$ cat config.mk
export PLATFORM = sky130hd
export DESIGN_NAME = cram_loader
export DESIGN_NICKNAME = d
export VERILOG_FILES = /design/src/rtl/cram_loader.sv
export SDC_FILE = /design/constraint.sdc
export NUM_CORES = 1
export LEC_CHECK = 0
export CAP_MARGIN = 20
export CORE_MARGIN = 4
export CORE_UTILIZATION = 40
export CTS_CLUSTER_SIZE = 10
export DETAILED_ROUTE_END_ITERATION = 10
export PLACE_DENSITY = 0.63
export SKIP_LAST_GASP = 1
export SYNTH_ARGS = -nofsm -noshare
export SYNTH_HDL_FRONTEND = slang
export SYNTH_SLANG_ARGS = --single-unit
$ cat constraint.sdc
create_clock -name clk -period 1.8 [get_ports clk]
set_input_delay 0.36 -clock clk [delete_from_list [all_inputs] [get_ports clk]]
set_output_delay 0.36 -clock clk [all_outputs]
set_load 0.05 [all_outputs]
$ cat src/rtl/cram_loader.sv
// Configuration-memory loader: takes host words over valid/ready, shifts them MSB-first
// into the LE config chain, captures the chain tail as readback, then releases the LEs.
module cram_loader #(
  parameter int CHAIN_LEN     = 17,
  parameter int WORD_W        = 8,
  parameter int LE_RST_CYCLES = 2
) (
  input  logic                 clk,
  input  logic                 rst,
  input  logic                 start,
  output logic                 busy,
  output logic                 done,
  input  logic                 word_valid,
  output logic                 word_ready,
  input  logic [WORD_W-1:0]    word_data,
  output logic                 cfg_en,
  output logic                 cfg_data,
  input  logic                 cfg_tail,
  output logic                 le_nrst,
  output logic                 le_en,
  output logic [CHAIN_LEN-1:0] rb_data
);

  localparam int REM_W = $clog2(CHAIN_LEN + 1);
  localparam int BIT_W = $clog2(WORD_W + 1);
  localparam int REL_W = $clog2(LE_RST_CYCLES + 1);

  typedef enum logic [2:0] {
    S_IDLE,
    S_LOAD_WORD,
    S_SHIFT,
    S_RELEASE,
    S_DONE
  } state_t;

  state_t               state_q;
  logic [WORD_W-1:0]    shreg_q;
  logic [REM_W-1:0]     remaining_q;
  logic [BIT_W-1:0]     bits_left_q;
  logic [REL_W-1:0]     rel_cnt_q;
  logic [CHAIN_LEN-1:0] rb_q;
  logic [CHAIN_LEN-1:0] rb_d;
  logic                 le_nrst_q;
  logic                 le_en_q;

  // Bits to take from the next word: a full word, or only the top bits of the last one.
  function automatic logic [BIT_W-1:0] word_bits(input logic [REM_W-1:0] rem);
    if (int'(rem) >= WORD_W) return BIT_W'(WORD_W);
    else                     return BIT_W'(rem);
  endfunction

  always_comb begin
    rb_d    = '0;
    rb_d[0] = cfg_tail;
    for (int i = 1; i < CHAIN_LEN; i++) rb_d[i] = rb_q[i-1];
  end

  always_ff @(posedge clk) begin
    if (rst) begin
      state_q     <= S_IDLE;
      remaining_q <= '0;
      bits_left_q <= '0;
      rel_cnt_q   <= '0;
      rb_q        <= '0;
      le_nrst_q   <= 1'b0;
      le_en_q     <= 1'b0;
    end else begin
      case (state_q)
        S_IDLE: begin
          if (start) begin
            state_q     <= S_LOAD_WORD;
            le_nrst_q   <= 1'b0;
            le_en_q     <= 1'b0;
            remaining_q <= REM_W'(CHAIN_LEN);
          end
        end
        S_LOAD_WORD: begin
          if (word_valid) begin
            bits_left_q <= word_bits(remaining_q);
            state_q     <= S_SHIFT;
          end
        end
        S_SHIFT: begin
          remaining_q <= remaining_q - REM_W'(1);
          bits_left_q <= bits_left_q - BIT_W'(1);
          rb_q        <= rb_d;
          if (remaining_q == REM_W'(1)) begin
            state_q   <= S_RELEASE;
            rel_cnt_q <= REL_W'(LE_RST_CYCLES - 1);
          end else if (bits_left_q == BIT_W'(1)) begin
            state_q <= S_LOAD_WORD;
          end
        end
        S_RELEASE: begin
          // LEs come out of reset on the same edge that enters DONE.
          if (rel_cnt_q == '0) begin
            state_q   <= S_DONE;
            le_nrst_q <= 1'b1;
            le_en_q   <= 1'b1;
          end else begin
            rel_cnt_q <= rel_cnt_q - REL_W'(1);
          end
        end
        S_DONE: begin
          state_q <= S_IDLE;
        end
        default: begin
          state_q <= S_IDLE;
        end
      endcase
    end
  end

  // Shift register is pure data; the state gating on cfg_data hides its contents otherwise.
  always_ff @(posedge clk) begin
    if (state_q == S_LOAD_WORD && word_valid) shreg_q <= word_data;
    else if (state_q == S_SHIFT)              shreg_q <= shreg_q << 1;
  end

  assign busy       = (state_q != S_IDLE);
  assign done       = (state_q == S_DONE);
  assign word_ready = (state_q == S_LOAD_WORD);
  assign cfg_en     = (state_q == S_SHIFT);
  assign cfg_data   = (state_q == S_SHIFT) && shreg_q[WORD_W-1];
  assign le_nrst    = le_nrst_q;
  assign le_en      = le_en_q;
  assign rb_data    = rb_q;

endmodule
==> results.txt <==
Setup CP Type: reg2out
Final hold viol count: 0
Setup TNS: 0 ns
Worst EP arrival: 1.41 ns
CTS tree: built
Non-filler cells, final: 324
Outcome: complete, no violations
Async set-reset flop share out of synthesis: 0%
FP Rows: 24
Post-synthesis sequential area ratio: 48.05%
Global-route wire length before repair: 6244 µm
Hold Crit Class: reg2reg
Finish-stage setup viols: 0
Yosys warning total: 0
Worst hold slack: 0.4652 ns
Tot GR Track Use: 14.46%
Syn Inst Count: 223
Initial core utilization: 41.81%
Clk root buf: clkbuf_8
Vias post-DR: 1578
Drt pass-1 iters: 4
Share of cells above drive strength 1: 22.06%
Max Transition Viols Final: 0
CTS buffer count: 5
F_max: 564.3 MHz
Final period util: 98.45%
H-Tree Depth: 2
Antenna cells: 0
Grt total ovfl: 0
Worst IR Drop VDD: 0.6716 mV
Worst Skew: 0.006945 ns
Tmin final: 1.772 ns
DRC: 0
Die span in y: 75.70 µm
Dpl ws: -0.02546 ns
Req. time, crit path: 1.44 ns
Placed Cells: 311
P&R area growth vs syn: 36.18%
Net Count, Synth: 242
Die width: 75.70 µm
Placed instance area: 0.002331 mm²
Worst slew pin tran: 0.4372 ns
RD Place Congestion: 0.7793
Clk Latency, worst-skew pair: 0.29 ns
Clock buffer depth: 2
Worst slew margin: 70.45%
DP HPWL: 2724 µm
Largest net degree at the start of global routing: 27
Hold buffer count at CTS: 0
Final net count: 290
CP Max Fanout: 5
Post-Route WL: 3952 µm
Leakage power: 1.017 nW
Final instance area: 0.002496 mm²
Core ar.: 0.004384 mm²
Avg Cell Area, Syn: 8.220 µm²
Synth Register Bits: 40
Average wire per standard cell: 12.20 µm
Fillers: 421
Number of flops mapped to enable cells by yosys: 8
PwrDens: 1473 mW/mm²
Io pins: 37
IO buf count: 36
Max-Cap Viols: 0
Synth unique cells: 38
RSZ-0062 raised after global routing: true
Clock sink count: 40
Clk slew on worst S/H paths: 0.08 ns
Vias per Instance: 4.870
Dominant synthesized flop cell: dfxtp_1
Final ANT Viol Nets: 0
Initial antenna violation count: 0
Post-Syn Area: 0.001833 mm²
Drt initial violations: 97
Final setup margin: 0.02792 ns
Vias in the first global route: 1456
Nature of the critical path startpoint: flop
Die Area: 0.005730 mm²
Critical path capture point type: output pin
==> critical path, cell delays in order (launching register included) <==
cell and delay [ns]:
dfxtp_4 0.36, or3b_4 0.39, inv_4 0.10, and2_4 0.15
buf_12 0.13
==> cells in the mapped netlist (all sizes together), types with 2 or more instances <==
cell type / number / area, µm²
ha: 6 / 75.07
inv: 10 / 37.53
o21ai: 6 / 30.03
nor2b: 2 / 12.51
dfxtp: 32 / 640.6
or3b: 3 / 26.28
nor4b: 2 / 17.52
a31oi: 2 / 12.51
nor3: 6 / 30.03
nor2: 17 / 63.81
or3: 2 / 12.51
mux2: 3 / 37.53
edfxtp: 8 / 240.2
nand2: 65 / 244.0
clkbuf: 8 / 30.03
nand3: 2 / 10.01
buf: 6 / 37.53
and2: 2 / 12.51
a21oi: 26 / 130.1
==> per-layer routing <==
| layer | vias to the layer above | GRT usage, % | wire, µm |
|---|---|---|---|
| li1 | 839 | - | - |
| met1 | 709 | 17.94 | 1868 |
| met2 | 24 | 23.68 | 1835 |
| met3 | 6 | 4.090 | 182 |
| met4 | 0 | 5.825 | 66 |
| met5 | - | 0 | 0 |
==> registers in the layout, indices dropped and copies added (netlist names) <==
register / flops
bits_left_q: 4
le_en: 1
rb_data: 17
rel_cnt_q: 2
remaining_q: 5
shreg_q: 8
state_q: 3
==> stage by stage <==
stage | power (W) | utilization [%]
after floorplan | 0.002350 | -
after global placement | 0.002916 | 53.17
after detailed placement | 0.002938 | 53.17
after CTS | 0.003661 | 56.36
after global routing | 0.003918 | 56.93
final | 0.003677 | 56.93
==> cell families after synthesis <==
logic type	synth area share (%)
fa+ha+maj	4.095
flops	48.05
buf+inv	5.733
mux	2.594
simple gates	26.76
compound gates	12.76
==> final timing paths <==
check | end | slack [ns] | startpoint | cells after the start
min | rb_data[16] | 0.47 | rb_data[16] | 2
min reg2reg | rb_data[16] | 0.47 | rb_data[16] | 2
max | cfg_data | 0.03 | state_q[2] | 4
max reg2reg | state_q[0] | 0.10 | bits_left_q[0] | 5
==> report_power, final <==
group | total [W] | internal [W] | switching, W
Sequential | 0.00127 | 0.00115 | 0.000124
Clock | 0.000614 | 0.000311 | 0.000302
Combinational | 0.00179 | 0.000850 | 0.000941
==> final cells by class <==
type	instances	area [µm²]	share of cell area, %
flip-flops and latches	40	884.6	35.44
repair buffers	55	555.5	22.26
clock inverters	1	7.507	0.3008
multi-input cells	159	857.1	34.34
inverters	10	40.04	1.604
clock buffers	7	86.33	3.459
well taps	52	65.06	2.607
==> timing repair <==
action,CTS,global route
buffers inserted,1,3
pin swaps,0,1
cloned,1,0
resized for setup,3,1
setup endpoints to repair,2,2
==> cell usage in the layout (no fill, tap or decap), drive strengths merged, types with 3 or more instances in the layout <==
cell type      count
clkbuf             7
nand2             65
nor3               6
buf               42
mux2               3
ha                 6
a21oi             26
nor2              17
clkdlybuf4s50     12
or3b               3
o21ai              6
inv               10
dfxtp             32
edfxtp             8
(Power assumes the default switching activity.)
